## config.mk

```make
export PLATFORM = sky130hd
export DESIGN_NAME = key_entry
export DESIGN_NICKNAME = d
export VERILOG_FILES = /design/src/rtl/key_entry.sv
export SDC_FILE = /design/constraint.sdc
export NUM_CORES = 1
export LEC_CHECK = 0
export CORE_MARGIN = 1
export CORE_UTILIZATION = 59
export DETAILED_ROUTE_END_ITERATION = 16
export HOLD_SLACK_MARGIN = 0.02
export PLACE_DENSITY = 0.95
export REMOVE_ABC_BUFFERS = 1
export SLEW_MARGIN = 10
export SYNTH_ARGS = -nofsm -noshare
export SYNTH_HDL_FRONTEND = slang
export SYNTH_SLANG_ARGS = --single-unit
```

## constraint.sdc

```tcl
create_clock -name clk -period 5.2 [get_ports clk]
set_input_delay 1.56 -clock clk [delete_from_list [all_inputs] [get_ports clk]]
set_output_delay 1.56 -clock clk [all_outputs]
set_load 0.02 [all_outputs]
```

## src/rtl/key_entry.sv

```systemverilog
// Keypad entry buffer: collects up to four BCD digits with backspace, clear and enter,
// and ignores further presses for LOCKOUT_TICKS cycles after each accepted press.
module key_entry #(
    parameter int LOCKOUT_TICKS = 5000000,
    parameter int MAX_DIGITS    = 4
) (
    input  logic        clk,
    input  logic        rst_n,
    input  logic [3:0]  key,
    input  logic        key_pressed,
    output logic [15:0] value,
    output logic [2:0]  count,
    output logic        full,
    output logic        busy,
    output logic        entered,
    output logic [15:0] entered_value
);

    localparam int CNT_W = (LOCKOUT_TICKS > 1) ? $clog2(LOCKOUT_TICKS) : 1;

    typedef enum logic {IDLE, LOCKOUT} state_t;

    localparam logic [3:0] KEY_CLEAR = 4'hC;
    localparam logic [3:0] KEY_BACK  = 4'hD;
    localparam logic [3:0] KEY_ENTER = 4'hE;

    state_t           state;
    logic [CNT_W-1:0] lock_cnt;
    logic [1:0]       rst_sync;
    logic             rst_int_n;
    logic             is_digit;
    logic             key_valid;

    // Reset asserts immediately but releases two clock edges later, in step with clk.
    always_ff @(posedge clk or negedge rst_n) begin
        if (!rst_n) begin
            rst_sync <= 2'b00;
        end else begin
            rst_sync <= {rst_sync[0], 1'b1};
        end
    end

    assign rst_int_n = rst_sync[1];
    assign is_digit  = (key <= 4'd9);
    assign key_valid = is_digit || (key == KEY_CLEAR) || (key == KEY_BACK) || (key == KEY_ENTER);

    always_ff @(posedge clk or negedge rst_int_n) begin
        if (!rst_int_n) begin
            state         <= IDLE;
            lock_cnt      <= '0;
            value         <= '0;
            count         <= '0;
            full          <= 1'b0;
            busy          <= 1'b0;
            entered       <= 1'b0;
            entered_value <= '0;
        end else begin
            entered <= 1'b0;
            if (state == IDLE) begin
                if (key_pressed && key_valid) begin
                    state    <= LOCKOUT;
                    busy     <= 1'b1;
                    lock_cnt <= CNT_W'(LOCKOUT_TICKS - 1);
                    if (is_digit) begin
                        // A digit on a full buffer is swallowed but still debounced.
                        if (count < 3'(MAX_DIGITS)) begin
                            value <= {value[11:0], key};
                            count <= count + 3'd1;
                            full  <= (count == 3'(MAX_DIGITS - 1));
                        end
                    end else if (key == KEY_CLEAR) begin
                        value <= '0;
                        count <= '0;
                        full  <= 1'b0;
                    end else if (key == KEY_BACK) begin
                        if (count != 3'd0) begin
                            value <= {4'h0, value[15:4]};
                            count <= count - 3'd1;
                            full  <= 1'b0;
                        end
                    end else begin
                        if (count != 3'd0) begin
                            entered_value <= value;
                            entered       <= 1'b1;
                            value         <= '0;
                            count         <= '0;
                            full          <= 1'b0;
                        end
                    end
                end
            end else begin
                if (lock_cnt == '0) begin
                    state <= IDLE;
                    busy  <= 1'b0;
                end else begin
                    lock_cnt <= lock_cnt - CNT_W'(1);
                end
            end
        end
    end

endmodule

```

==> summary.txt <==
Setup path
  • Worst endpoint data arrival time: 4070 ps
  • CP Launch Type: primary input
  • Crit path cell chain: clkdlybuf4s50_1 -> nor2b_1 -> o21a_1 -> and3_1 -> mux2_2
  • Crit. End Element: flip-flop
  • Worst EP required: 5430 ps
  • Crit path max-delay family: simple AND/OR/NAND/NOR gates
  • Crit Path Class: primary input to flip-flop
  • CP Max Fanout: 19
  • Critical-path top delay cell: and3_1
  • Buf/Inv on CP: 1
  • Crit-path max cell delay: 880 ps

Layout
  • End-of-flow core utilization: 75.5%
  • Commonest non-fill, non-tap cells in the layout: dfrtp_1 (63), clkdlybuf4s50_1 (44), mux2_2 (28)
  • Layout overhead on the synthesized area: 21.8%
  • Nets: 343
  • N_diodes: 0
  • Most common cell after layout, fill and taps aside: dfrtp_1
  • Layout cells sized above 1: 17.9%

Clock tree
  • CTS root buf: clkbuf_8
  • Clock Path Buffers: 2
  • Hold Buf Count CTS: 0
  • Setup Buffers After CTS: 0
  • CTS tree: done
  • Clock Latency Late Sink: 340 ps
  • Clk slew on worst S/H paths: 70 ps
  • Sink Count: 64
  • CTS Buf Count: 9
  • CTS H-Tree Depth: 3
  • Gates resized, CTS repair: 0

Place
  • Hpwl dp: 4.49 mm
  • DP Worst Slack: 1070 ps
  • IO buf count: 44
  • GPL Wtd Cong: 0.806

STA
  • Final Hold Vio Count: 0
  • Final Setup Violations: 0
  • Tmin final: 3850 ps
  • Fin crit share: 74.0%
  • Maximum clock frequency: 0.260 GHz
  • Slew @ Worst Pin: 962 ps
  • Final worst setup slack: 1350 ps
  • Max Transition Viols Final: 0
  • Slew headroom: 35.9%
  • TNS Setup: 0 ps
  • RSZ-0062 raised after global routing: false
  • Setup Skew: 4.22 ps
  • Hold_ws: 351 ps

Synthesis
  • Sequential area share after synthesis: 50.3%
  • EDFF count, synth: 0
  • Synthesized flop and latch total: 64
  • Synth async-reset ratio: 100%
  • Syn avg cell area: 11.2 µm²
  • Yosys warns: 0
  • Synth Cell Area: 3190 µm²
  • Post-synth top flop: dfrtp_1
  • Post-synth cell types: 45
  • Cell count after synthesis: 284

Global routing
  • Initial antenna violation count: 0
  • First-pass GRT wire length: 11.0 mm
  • Gr usage total: 26.1%
  • Grt ovf: 0
  • Largest net degree at the start of global routing: 63
  • Vias in the first global route: 2312

Run status
  • Status: completed

Power
  • Leak Pwr: 1.68 nW
  • Pwr per Cell Area: 256 nW/µm²
  • VDD IR-drop max: 0.248 mV

Flow run
  • Total of max-cap violations: 0

Detailed routing
  • DRT antenna net count: 0
  • Detailed router's first-iteration violation count: 118
  • WL final: 6.83 mm
  • Drt drc: 0
  • Pre-antenna DRT Iters: 4
  • Drt via density: 5.92
  • Vias: 2403
  • Average wire per standard cell: 16.8 µm

Floorplanning
  • Die W: 75.5 µm
  • Starting Density: 62.0%
  • Die area: 5700 µm²
  • # IOs: 45
  • Die Ht: 75.5 µm
  • # rows: 26
  • Placeable Area: 5140 µm²

Worst hold path
  • Worst Hold Class: flip-flop to flip-flop
==> power breakdown <==
group | internal (W) | switching, W | total, W
Clock | 0.000232 | 0.000191 | 0.000423
Sequential | 0.000505 | 0.00000638 | 0.000511
Combinational | 0.0000238 | 0.0000333 | 0.0000571
Total | 0.000761 | 0.000230 | 0.000992
==> metrics by stage <==
stage,power [W],cell area (µm²),std cells
2_1_floorplan,0.000551,3130,272
3_3_place_gp,0.000576,3690,390
3_5_place_dp,0.000578,3690,390
4_1_cts,0.000999,3880,406
5_1_grt,0.00102,3880,406
6_report,0.000992,3880,406
==> worst paths after layout <==
kind	from	to	slack [ps]	cells after the start
worst max-delay path	key[2]	value[6]	1350	5
worst min-delay path	rst_sync[0]	rst_sync[1]	350	0
worst max register to register	state	value[6]	2430	4
worst min register to register	rst_sync[0]	rst_sync[1]	350	0
max in group asynchronous	rst_n	rst_sync[1]	3700	1
min in group asynchronous	rst_sync[1]	count[1]	420	1
==> synthesized netlist by cell type (2+ instances only) <==
master / instances / area [µm²]
nand3_1: 5 / 25.0
nor2_1: 15 / 56.3
o21ai_0: 9 / 45.0
dfrtp_1: 64 / 1600
clkbuf_1: 7 / 26.3
a2111oi_0: 2 / 17.5
inv_1: 13 / 48.8
ha_1: 5 / 62.6
and2_1: 3 / 18.8
buf_2: 3 / 15.0
mux2i_1: 25 / 250
o211ai_2: 4 / 50.1
nor3b_1: 2 / 15.0
nand2_1: 26 / 97.6
nor4b_1: 2 / 17.5
nor4_1: 6 / 37.5
a21oi_1: 4 / 20.0
nor2b_1: 4 / 25.0
o2111ai_2: 2 / 30.0
or4_1: 3 / 22.5
or3_1: 4 / 25.0
and3_1: 2 / 12.5
nor3_1: 7 / 35.0
or4_4: 2 / 22.5
o31ai_1: 3 / 22.5
mux2_2: 28 / 315
nand2b_1: 3 / 18.8
and4b_1: 2 / 20.0
a22o_1: 9 / 78.8
o21ai_1: 4 / 20.0
nand4_1: 2 / 12.5
==> registers in the layout, summed over array words and instances, names as in the netlist <==
signal         cells
lock_cnt          23
entered_value     16
value             16
count              3
rst_sync           2
busy               1
entered            1
full               1
state              1
==> layer usage <==
metal  track usage [%]  vias to the layer above  routed length, µm
met2              43.4                       68               3500
met5                 0                        -                  0
met1              33.5                     1198               2940
li1                  -                     1128                  -
met4              7.41                        0                 70
met3              7.54                        9                325
==> cell families (layout without fill, tap and decap cells) <==
group | Yosys count | after routing | share of synthesized area, %
AOI/OAI and AO/OA | 43 | 43 | 10.4
xor gates and xnor gates | 1 | 1 | 0.275
adders and majority gates | 5 | 5 | 1.96
buffers and inverters | 25 | 77 | 3.30
DFF | 64 | 64 | 50.3
muxes | 53 | 53 | 17.8
other | 1 | 1 | 0.118
and+or+nand+nor | 92 | 92 | 15.9
==> area by class of cell <==
class                   count  area [µm²]
flip-flops and latches     64        1600
fillers                   345        1260
clock inverters             4        45.0
well taps                  70        87.6
inverters                  13        48.8
multi-input cells         195        1480
repair buffers             48         470
clock buffers              12         145
No activity file was read; power rests on OpenSTA's default activity.
